### config.mk
export PLATFORM = sky130hd
export DESIGN_NAME = fpu_issue_collect
export DESIGN_NICKNAME = d
export VERILOG_FILES = /design/src/rtl/fpu_issue_collect.sv
export SDC_FILE = /design/constraint.sdc
export NUM_CORES = 1
export LEC_CHECK = 0
export BUFFER_PORTS_ARGS = -buffer_cell sky130_fd_sc_hd__buf_2
export CAP_MARGIN = 20
export CORE_AREA = 5 5 148 164
export DETAILED_ROUTE_END_ITERATION = 8
export DIE_AREA = 0 0 153 169
export PLACE_DENSITY_LB_ADDON = 0.3
export SETUP_SLACK_MARGIN = 0.3
export SLEW_MARGIN = 20
export SYNTH_ARGS = -nofsm -noshare
export SYNTH_HDL_FRONTEND = slang
export SYNTH_SLANG_ARGS = --single-unit
### constraint.sdc
create_clock -name clk -period 4.3 [get_ports clk]
set_input_delay 0.645 -clock clk [delete_from_list [all_inputs] [get_ports clk]]
set_output_delay 0.645 -clock clk [all_outputs]
set_load 0.05 [all_outputs]
### src/rtl/fpu_issue_collect.sv
// Issues operands into a fixed-latency pipelined float unit and collects its results
// into an in-order response FIFO, using credits so the FIFO can never overflow.
module fpu_issue_collect #(
  parameter int LATENCY = 5,
  parameter int TAG_W   = 4,
  parameter int DEPTH   = 8
) (
  input  logic             clk,
  input  logic             areset,
  input  logic             req_valid,
  output logic             req_ready,
  input  logic [31:0]      req_a,
  input  logic [TAG_W-1:0] req_tag,
  output logic             unit_en,
  output logic [31:0]      unit_a,
  input  logic [31:0]      unit_q,
  output logic             resp_valid,
  input  logic             resp_ready,
  output logic [31:0]      resp_q,
  output logic [TAG_W-1:0] resp_tag,
  output logic             busy
);

  localparam int AW = $clog2(DEPTH);
  localparam int CW = AW + 1;
  localparam int SW = CW + $clog2(LATENCY + 1) + 1;

  logic [LATENCY-1:0] sr_vld;
  logic [TAG_W-1:0]   sr_tag [LATENCY];
  logic [TAG_W+31:0]  mem [DEPTH];
  logic [TAG_W+31:0]  head;
  logic [AW-1:0]      wr_ptr, rd_ptr;
  logic [CW-1:0]      fifo_count;
  logic [SW-1:0]      inflight, credit_used;
  logic               accept, fifo_wr, fifo_rd, fifo_full;

  always_comb begin
    inflight = '0;
    for (int i = 0; i < LATENCY; i++) inflight = inflight + SW'(sr_vld[i]);
  end

  // Credits cover both in-flight operands and buffered results, from registered state only.
  assign credit_used = inflight + SW'(fifo_count);
  assign req_ready   = !areset && (credit_used < SW'(DEPTH));
  assign accept      = req_valid && req_ready;
  assign unit_en     = accept || (inflight != '0);
  assign unit_a      = accept ? req_a : 32'h0;

  assign fifo_wr    = sr_vld[LATENCY-1];
  assign resp_valid = (fifo_count != '0);
  assign fifo_rd    = resp_valid && resp_ready;
  assign fifo_full  = (fifo_count == CW'(DEPTH));
  assign head       = mem[rd_ptr];
  assign resp_q     = resp_valid ? head[31:0] : 32'h0;
  assign resp_tag   = resp_valid ? head[TAG_W+31:32] : '0;
  assign busy       = (inflight != '0) || (fifo_count != '0);

  always_ff @(posedge clk or posedge areset) begin
    if (areset) begin
      sr_vld <= '0;
      for (int i = 0; i < LATENCY; i++) sr_tag[i] <= '0;
    end else begin
      sr_vld[0] <= accept;
      sr_tag[0] <= req_tag;
      for (int i = 1; i < LATENCY; i++) begin
        sr_vld[i] <= sr_vld[i-1];
        sr_tag[i] <= sr_tag[i-1];
      end
    end
  end

  // Storage needs no reset: entries are only visible while fifo_count covers them.
  always_ff @(posedge clk) begin
    if (fifo_wr) mem[wr_ptr] <= {sr_tag[LATENCY-1], unit_q};
  end

  always_ff @(posedge clk or posedge areset) begin
    if (areset) begin
      wr_ptr     <= '0;
      rd_ptr     <= '0;
      fifo_count <= '0;
    end else begin
      if (fifo_wr) wr_ptr <= wr_ptr + 1'b1;
      if (fifo_rd) rd_ptr <= rd_ptr + 1'b1;
      fifo_count <= fifo_count + CW'(fifo_wr) - CW'(fifo_rd);
    end
  end

  a_no_overflow: assert property (@(posedge clk) disable iff (areset)
    !(fifo_wr && fifo_full && !fifo_rd))
    else $error("result written to a full FIFO");

endmodule

Yosys cells after proc, flatten, opt, wreduce, memory -nomap -nowiden
Memories as Yosys holds them, arrays and structs flattened.
Index checks and enable logic that the tools add are counted.
W data, S select, Z words.
- register bits: 35
- memory bits (writable): 288
- input bits: 72
- output and inout port bits: 72
- logic and storage cells: 33
- memories kept: 1
- memory list (name ; depth ; width ; rd ports ; clocked after memory_dff ; wr ports ; RTL line ; RTL):
    mem ; 8 ; 36 ; 1 ; 0 ; 1 ; 30 ; logic [TAG_W+31:0] mem [DEPTH];
- add/sub/neg operators: 9
- magnitude comparators: 1
- mux-type cells: 5
- reduce and logical (&&, ||, !) cells: 8
- operators with widths (operator ; number):
    $mux W32 ; 2
    $reduce_bool A8 Y1 ; 1
    $add A3 B1 Y3 const B ; 2
    $add A5 B4 Y6 ; 1
    $lt A6 B4 Y1 const B ; 1
    $add A4 B1 Y5 ; 1
    $add A3 B1 Y4 ; 1
    $add A4 B1 Y4 ; 1
    $mux W4 ; 1
    $reduce_bool A4 Y1 ; 1
    $sub A4 B1 Y4 ; 1
    $add A2 B1 Y3 ; 1
    $logic_and A1 B1 Y1 ; 3
    $add A1 B1 Y2 ; 1
    $logic_or A1 B1 Y1 ; 2
    $mux W1 ; 2
    $logic_not A1 Y1 ; 1

Logic depth before layout (Yosys ltp)
Gate-level depths: netlist of run 1.
- word-level depth: 9
- mapped depth: 12
- gate-level depth less buffers: 12

Least setup slack after synthesis of run 1
Ideal clock, no wire load.
- kind: register -> output
- start: reg sr_vld[0]
- end: out req_ready
- arrival: 3.857 ns
- setup slack: -0.202 ns
- stages on the path, launching flop included: 12
- buffers on the path: 2
- path through: dfrtp_1 -> inv_1 -> fa_1 -> fa_1 -> inv_1 -> ha_1 -> ha_1 -> and3b_1 -> o21a_1 -> buf_2 -> buf_2 -> nor4_1
- word-level cells in the longest chain between the ends: 7
- ends and longest elaborated chain (item ; RTL line ; RTL):
    from (decl) ; 28 ; logic [LATENCY-1:0] sr_vld;
    from (signal assigned) ; 63 ; sr_vld[0] <= accept;
    from (signal, indexed assignment) ; 66 ; sr_vld[i] <= sr_vld[i-1];
    $add A1 B1 Y2 ; 39 ; for (int i = 0; i < LATENCY; i++) inflight = inflight + SW'(sr_vld[i]);
    $add A2 B1 Y3 ; 39 ;
    $add A3 B1 Y4 ; 39 ;
    $add A4 B1 Y5 ; 39 ;
    $add A5 B4 Y6 ; 43 ; assign credit_used = inflight + SW'(fifo_count);
    $lt A6 B4 Y1 ; 44 ; assign req_ready = !areset && (credit_used < SW'(DEPTH));
    $logic_and A1 B1 Y1 ; 44 ;
    to (decl) ; 11 ; output logic req_ready,
No other way between the ends.

Worst setup path after layout of run 1
- start: reg sr_vld[0]
- end: out unit_a[8]
- word-level cells in the longest chain between the ends: 9
- ends and longest elaborated chain (item ; RTL line ; RTL):
    $add A1 B1 Y2 ; 39 ;
    $add A2 B1 Y3 ; 39 ;
    $add A3 B1 Y4 ; 39 ;
    $add A4 B1 Y5 ; 39 ;
    $add A5 B4 Y6 ; 43 ;
    $lt A6 B4 Y1 ; 44 ;
    $logic_and A1 B1 Y1 ; 44 ;
    $logic_and A1 B1 Y1 ; 45 ; assign accept = req_valid && req_ready;
    $mux W32 ; 47 ; assign unit_a = accept ? req_a : 32'h0;
    to (decl) ; 15 ; output logic [31:0] unit_a,
No other way between the ends.

==> impl_metrics.json, run 1 <==
{
  "run_status": "completed",
  "clkLatencyLatePin_ns": 0.54,
  "nFillCells": 1470,
  "min_from": "req_tag[3]",
  "startpoint": "sr_vld[0]",
  "cp_max_fo": 17,
  "period_needed_ns": 3.90,
  "synth_edf_count": 288,
  "drt_wl_total_mm": 24.9,
  "end_kind": "output port",
  "power.share.combinational_pct": 36.9,
  "antenna_found_initial": 2,
  "slowest_stage": "fa_1",
  "worst_path_largest_cell_delay_ns": 0.56,
  "final_max_slew_viol_count": 0,
  "grt_use_total_pct": 19.5,
  "first_global_vias": 6815,
  "drt_pass1_iterations": 5,
  "setup_viol": 0,
  "cts_buffer_depth": 3,
  "grt-ovfl-total": 0,
  "pwr-share-seq_pct": 39.6,
  "htreeDepth": 1,
  "ctsHoldBuffers": 0,
  "clk_pin_slew_ns": 0.06,
  "cts_tree": "built",
  "ant_nets": 0,
  "coreArea_mm2": 0.0225,
  "die_w_um": 153,
  "p_sw_w": 0.00372,
  "pre_cts_ws_ns": 0.461,
  "multi_input_area_mm2": 0.00313,
  "rr_startpoint": "sr_vld[1]",
  "cts.sinks": 323,
  "p_sw_share_pct": 37.0,
  "grt_start_max_net_pins": 75,
  "gp_congestion": 0.777,
  "ys_seq_elements": 323,
  "arrival_ns": 3.25,
  "synth_flop_cell": "edfxtp_1",
  "diodes": 0,
  "synth_cell_type_count": 33,
  "vias": 6169,
  "intPower_w": 0.00633,
  "synthArstFlopShare_pct": 10.8,
  "worst_pin_slew_ns": 1.03,
  "yosysWarnings": 0,
  "drc": 0,
  "ios": 144,
  "p_per_area_mw_per_mm2": 667,
  "cts_made_buffers": 30,
  "dr.first_iter.drc_count": 371,
  "die_h_um": 169,
  "synthCells": 562,
  "finalClockSkew_ns": 0.0115,
  "leakagePower_nw": 5.33,
  "finalCritPeriodShare_pct": 90.6,
  "layout-drive-gt1-share_pct": 40.2,
  "ys_seq_area_share_pct": 74.8,
  "syn2layout_area_growth_pct": 18.3,
  "start_util_pct": 56.6,
  "num_rows": 58,
  "cts-root-buf": "clkbuf_16",
  "power_w": 0.0100,
  "layout.area.seq_mm2": 0.00953,
  "ir_drop_mv": 0.479,
  "cp-start-kind": "flop",
  "fin_setup_tns_ns": 0,
  "fmax_mhz": 257,
  "syn_avg_cell_area_um2": 22.6,
  "viasPerCell": 5.85,
  "syn-cell-area_mm2": 0.0127,
  "grt_pass1_wl_mm": 39.1,
  "layout_setup_ws_ns": 0.403,
  "crit_required_ns": 3.65,
  "die_area_mm2": 0.0259,
  "dp_hpwl_mm": 14.2,
  "path_cells": "inv_2 -> fa_1 -> fa_2 -> inv_2 -> ha_4 -> ha_1 -> or4b_4 -> buf_16 -> nor3b_2 -> buf_6",
  "worstSetupPathType": "flop to output port",
  "port_buffers": 143,
  "maxSlewHeadroom_pct": 31.1,
  "wire_per_inst_um": 23.7,
  "rsz0062_at_grt": "false",
  "hold_violations": 0,
  "crit_top_cell": "inv_2",
  "cap_violations": 0,
  "fin_nets": 817,
  "hold_path.class": "input pin to flop",
  "synth_nets": 647,
  "p_clk_share_pct": 23.5
}
cells in the mapped netlist (2+ instances only):
cell type  instances  area share, %
fa_1               3           0.47
ha_1              10           0.98
mux2_2             2           0.18
buf_1              3          0.088
edfxtp_1         288             68
nor3b_1            4           0.24
buf_6              8           0.71
xnor2_1            4           0.28
buf_2             14           0.55
nand2b_1           3           0.15
nand2_1            5           0.15
nor3_1             2          0.079
nor2_1             8           0.24
a22o_1            36            2.5
mux4_1            35            7.2
inv_1             17           0.50
mux4_2            37            6.5
xor2_1             2           0.14
dfrtp_1           35            6.9
buf_12             4           0.63
nor3b_2           30            2.9
worst paths after layout:
| path | to | slack, ns | cells after the start |
|---|---|---|---|
| max | unit_a[8] | 0.40 | 10 |
| min | sr_tag[19] | 0.21 | 1 |
| max reg2reg | sr_vld[0] | 1.74 | 9 |
| min reg2reg | sr_tag[4] | 0.34 | 0 |
| max in group asynchronous | rd_ptr[1] | 3.71 | 3 |
| min in group asynchronous | fifo_count[1] | 0.24 | 3 |
layout by cell type (no fill, tap or decap), types with 9 or more instances in the layout:
| cell | instances |
|---|---|
| mux4_1 | 35 |
| dfrtp_1 | 33 |
| inv_1 | 13 |
| clkinv_1 | 9 |
| edfxtp_1 | 288 |
| buf_6 | 25 |
| clkbuf_16 | 31 |
| nor3b_2 | 27 |
| buf_2 | 109 |
| buf_4 | 27 |
| a22o_1 | 36 |
| mux4_2 | 37 |
power groups by stage:
stage | clock (W) | sequential [W] | combinational (W)
2_1_floorplan | 0 | 0.00378 | 0.00305
5_1_grt | 0.00254 | 0.00402 | 0.00391
4_1_cts | 0.00240 | 0.00399 | 0.00371
3_5_place_dp | 0 | 0.00406 | 0.00353
3_3_place_gp | 0 | 0.00403 | 0.00348
6_report | 0.00236 | 0.00398 | 0.00370
timing repair:
item / 4_1_cts / 5_1_grt
pin swaps: 6 / 9
setup endpoints to repair: 34 / 34
cloned: 7 / 0
gates resized for setup: 75 / 14
buffers inserted: 1 / 1
flip-flops by register name, indices dropped and copies added (netlist names):
| name | flops |
|---|---|
| rd_ptr | 3 |
| sr_tag | 20 |
| sr_vld | 5 |
| wr_ptr | 3 |
| mem | 288 |
| fifo_count | 4 |
stage by stage:
step	std cells	instance area [um^2]	hold WS, ns	util [%]
2_1_floorplan	562	12700	0.331	-
3_3_place_gp	991	13800	0.332	61.2
3_5_place_dp	991	13800	0.335	61.2
4_1_cts	1053	15000	0.193	66.6
5_1_grt	1054	15100	0.189	66.9
6_report	1054	15100	0.213	66.9
area by class of cell:
class | count | share of cell area (%)
clock buffer | 38 | 5.33
clock inverter | 16 | 0.515
inverter | 18 | 0.449
multi-input combinational | 196 | 20.8
sequential | 323 | 63.3
tap | 300 | 2.49
timing repair buffer | 163 | 7.15
cells by family after synthesis:
family,synth area share [%]
fa+ha+maj,1.46
flops,74.8
compound gates,2.67
simple gates,4.08
xor+xnor,0.413
mux,14.0
buf+inv,2.58
per-layer routing:
layer / global-route usage, % / share of wire, % / up-vias / wire length (um)
met5: 0 / 0.084 / - / 21
met4: 4.80 / 1.9 / 4 / 474
met3: 3.84 / 7.5 / 43 / 1860
met2: 33.9 / 53 / 253 / 13200
met1: 25.9 / 38 / 3168 / 9400
li1: - / - / 2701 / -
worst max-delay path, delay by kind of cell, from the launching register on:
kind | cells | cell delay [ns]
buf+inv | 4 | 0.47
fa+ha+maj | 4 | 1.11
flops | 1 | 0.35
simple gates | 2 | 0.77
No activity file was read; power rests on OpenSTA's default activity.
==> run 2, diff against run 1 <==
--- a/config.mk
+++ b/config.mk
@@ -5,11 +5,12 @@
 export SDC_FILE = /design/constraint.sdc
 export NUM_CORES = 1
 export LEC_CHECK = 0
+export ABC_AREA = 1
 export BUFFER_PORTS_ARGS = -buffer_cell sky130_fd_sc_hd__buf_2
 export CAP_MARGIN = 20
-export CORE_AREA = 5 5 148 164
+export CORE_AREA = 5 5 154 171
 export DETAILED_ROUTE_END_ITERATION = 8
-export DIE_AREA = 0 0 153 169
+export DIE_AREA = 0 0 159 176
 export PLACE_DENSITY_LB_ADDON = 0.3
 export SETUP_SLACK_MARGIN = 0.3
 export SLEW_MARGIN = 20
==> run 2 against run 1 <==
- combinational power is 25% higher
- cell area rose by 9.6%
- critical path depth increased by 3
- clock power up 11%
- largest cell class unchanged
- die area is 8.2% higher
- clock skew rose by 0.015 ns
==> impl_metrics.json, run 2 <==
{
  "synth_top_area_share_pct": 61.2,
  "ys_seq_elements": 323,
  "fin_nets": 1650,
  "worst_path_largest_cell_delay_ns": 0.49,
  "cts_made_buffers": 30,
  "ys_top_cells_by_area": "edfxtp_1 61%, nand2_1 10%, inv_1 9.1%",
  "crit_top_cell": "nand2_1",
  "setup_viol": 0,
  "crit_required_ns": 3.65,
  "worst_pin_slew_ns": 1.01,
  "period_needed_ns": 3.94,
  "ir_drop_mv": 0.490,
  "ctsHoldBuffers": 0,
  "layout_common_cells": "376 x nand2_1, 340 x inv_1, 288 x edfxtp_1",
  "top_regs": "mem: 288 flops, sr_tag: 20 flops, sr_vld: 5 flops",
  "largest_reg_flops": 288,
  "synth_nets": 1511,
  "num_rows": 60,
  "drc": 0,
  "synth_cell_type_count": 25,
  "die_h_um": 176,
  "nFillCells": 1662,
  "first_global_vias": 9840,
  "cp-start-kind": "flop",
  "cts-root-buf": "clkbuf_16",
  "synth_top_area_cell": "edfxtp_1",
  "syn2layout_area_growth_pct": 16.7,
  "yosys-top-cells-count": "376 x nand2_1, 341 x inv_1, 288 x edfxtp_1",
  "synth.most_common_cell": "nand2_1",
  "cts_tree": "built",
  "leakagePower_nw": 7.81,
  "stdcell_count": 1899,
  "regMostFlops": "mem",
  "fin_setup_tns_ns": 0,
  "ant_nets": 0,
  "path_cells": "inv_1 -> fa_1 -> fa_2 -> inv_2 -> ha_4 -> ha_1 -> nand2_1 -> o21bai_1 -> nand2_1 -> nand3_4 -> clkbuf_16 -> nand2_1 -> buf_4",
  "ios": 144,
  "synth_xor_area_share_pct": 0.310,
  "dr.first_iter.drc_count": 720,
  "p_per_area_mw_per_mm2": 666,
  "final_max_slew_viol_count": 0,
  "antenna_found_initial": 2,
  "clk_pin_slew_ns": 0.06,
  "dp_hpwl_mm": 16.9,
  "die_area_mm2": 0.0280,
  "place_inst": 1839,
  "end_kind": "output port",
  "synth_edf_count": 288,
  "hold_violations": 0,
  "finalCritPeriodShare_pct": 91.6,
  "fmax_mhz": 254,
  "synthCells": 1426,
  "syn-cell-area_mm2": 0.0141,
  "htreeDepth": 1,
  "ys_seq_area_share_pct": 67.4,
  "grt-ovfl-total": 0,
  "vias": 9678,
  "coreArea_mm2": 0.0242,
  "drt_wl_total_mm": 30.0,
  "synthArstFlopShare_pct": 10.8,
  "layout-drive-gt1-share_pct": 15.9,
  "synth_fa_ha_area_share_pct": 1.31,
  "cp_max_fo": 8,
  "run_status": "completed",
  "grt_start_max_net_pins": 74,
  "finalClockSkew_ns": 0.0265,
  "power_w": 0.0110,
  "synth_top_family_by_area": "simple AND/OR/NAND/NOR gates",
  "wire_per_inst_um": 15.8,
  "arrival_ns": 3.30,
  "grt_pass1_wl_mm": 47.7,
  "synthMuxAreaShare_pct": 0,
  "hold_depth": 1,
  "r2r.worst_path.cells": 11,
  "drt_pass1_iterations": 7,
  "grt_use_total_pct": 20.8,
  "synth_flop_cell": "edfxtp_1",
  "syn_avg_cell_area_um2": 9.92,
  "viasPerCell": 5.10,
  "worstSetupPathType": "flop to output port",
  "start_util_pct": 58.3,
  "slowest_stage": "fa_1",
  "synthSimpleGateAreaFrac_pct": 19.6,
  "rsz0062_at_grt": "false",
  "gp_congestion": 0.803,
  "port_buffers": 143,
  "layout_commonest_cell": "nand2_1",
  "yosysWarnings": 0,
  "maxSlewHeadroom_pct": 32.5,
  "synth-compound-area-share_pct": 0.248,
  "cts_buffer_depth": 3,
  "hold_path.class": "input pin to flop",
  "cts.sinks": 323,
  "clkLatencyLatePin_ns": 0.56,
  "cap_violations": 0,
  "die_w_um": 159
}
==> run 2: area by class of cell <==
cell class / instances / area, um^2 / area share (%)
repair buffers: 168 / 1130 / 6.84
inverters: 343 / 1290 / 7.82
clock buffers: 38 / 852 / 5.16
clock inverters: 17 / 140 / 0.849
well taps: 310 / 388 / 2.35
multi-input cells: 699 / 3170 / 19.2
diodes: 1 / 2.50 / 0.0152
flip-flops and latches: 323 / 9530 / 57.7
==> run 2: worst max-delay path: cells and delay by family (launching register included) <==
| family | cells | cell delay (ns) |
|---|---|---|
| buf+inv | 4 | 0.52 |
| compound gates | 1 | 0.20 |
| flops | 1 | 0.35 |
| simple gates | 4 | 0.37 |
| fa+ha+maj | 4 | 1.30 |
==> run 2: cell families after synthesis <==
| family | after synthesis |
|---|---|
| XOR/XNOR | 5 |
| adder cells (fa/ha/maj) | 13 |
| AND/OR/NAND/NOR | 675 |
| AO/OA/AOI/OAI | 6 |
| buffers and inverters | 404 |
| flip-flops | 323 |
==> run 2: metal layers <==
metal  share of wire, %  routed length (um)  up-vias  GRT usage, %
li1                   -                   -     4690             -
met1                 39               11700     4560          26.1
met2                 51               15200      354          37.0
met3                7.8                2350       72          3.60
met4                2.4                 728        2          6.33
met5              0.043                  13        -             0
==> run 2: through the flow <==
| stage | instance area, um^2 | utilization [%] | worst slack [ns] | hold slack, ns |
|---|---|---|---|---|
| CTS | 16200 | 66.8 | 0.343 | 0.182 |
| floorplan | 14100 | - | 0.624 | 0.331 |
| global placement | 15200 | 62.7 | 0.975 | 0.332 |
| detailed placement | 15200 | 62.7 | 0.856 | 0.335 |
| global route | 16500 | 68.1 | 0.233 | 0.187 |
| finish | 16500 | 68.1 | 0.360 | 0.194 |
==> run 2: path summary, 6_finish.rpt <==
| kind | to | startpoint | slack (ns) |
|---|---|---|---|
| max | unit_en | sr_vld[0] | 0.36 |
| min reg2reg | sr_tag[6] | sr_tag[10] | 0.34 |
| min in group asynchronous | sr_vld[4] | areset | 0.20 |
| max reg2reg | fifo_count[2] | fifo_count[2] | 1.57 |
| max in group asynchronous | rd_ptr[0] | areset | 3.75 |
| min | sr_tag[16] | req_tag[0] | 0.19 |
==> run 2: timing repair <==
action | in CTS | in global routing
setup buffers | 0 | 1
setup endpoints to repair | 28 | 33
gates cloned | 0 | 3
resized for setup | 1 | 106
==> run 2: where the power goes <==
| group | internal [W] | switching [W] | leakage, nW |
|---|---|---|---|
| combinational | 0.00118 | 0.00343 | 4.31 |
| clock | 0.00151 | 0.00109 | 0.489 |
| sequential | 0.00363 | 0.000149 | 3.01 |
| total | 0.00632 | 0.00467 | 7.81 |
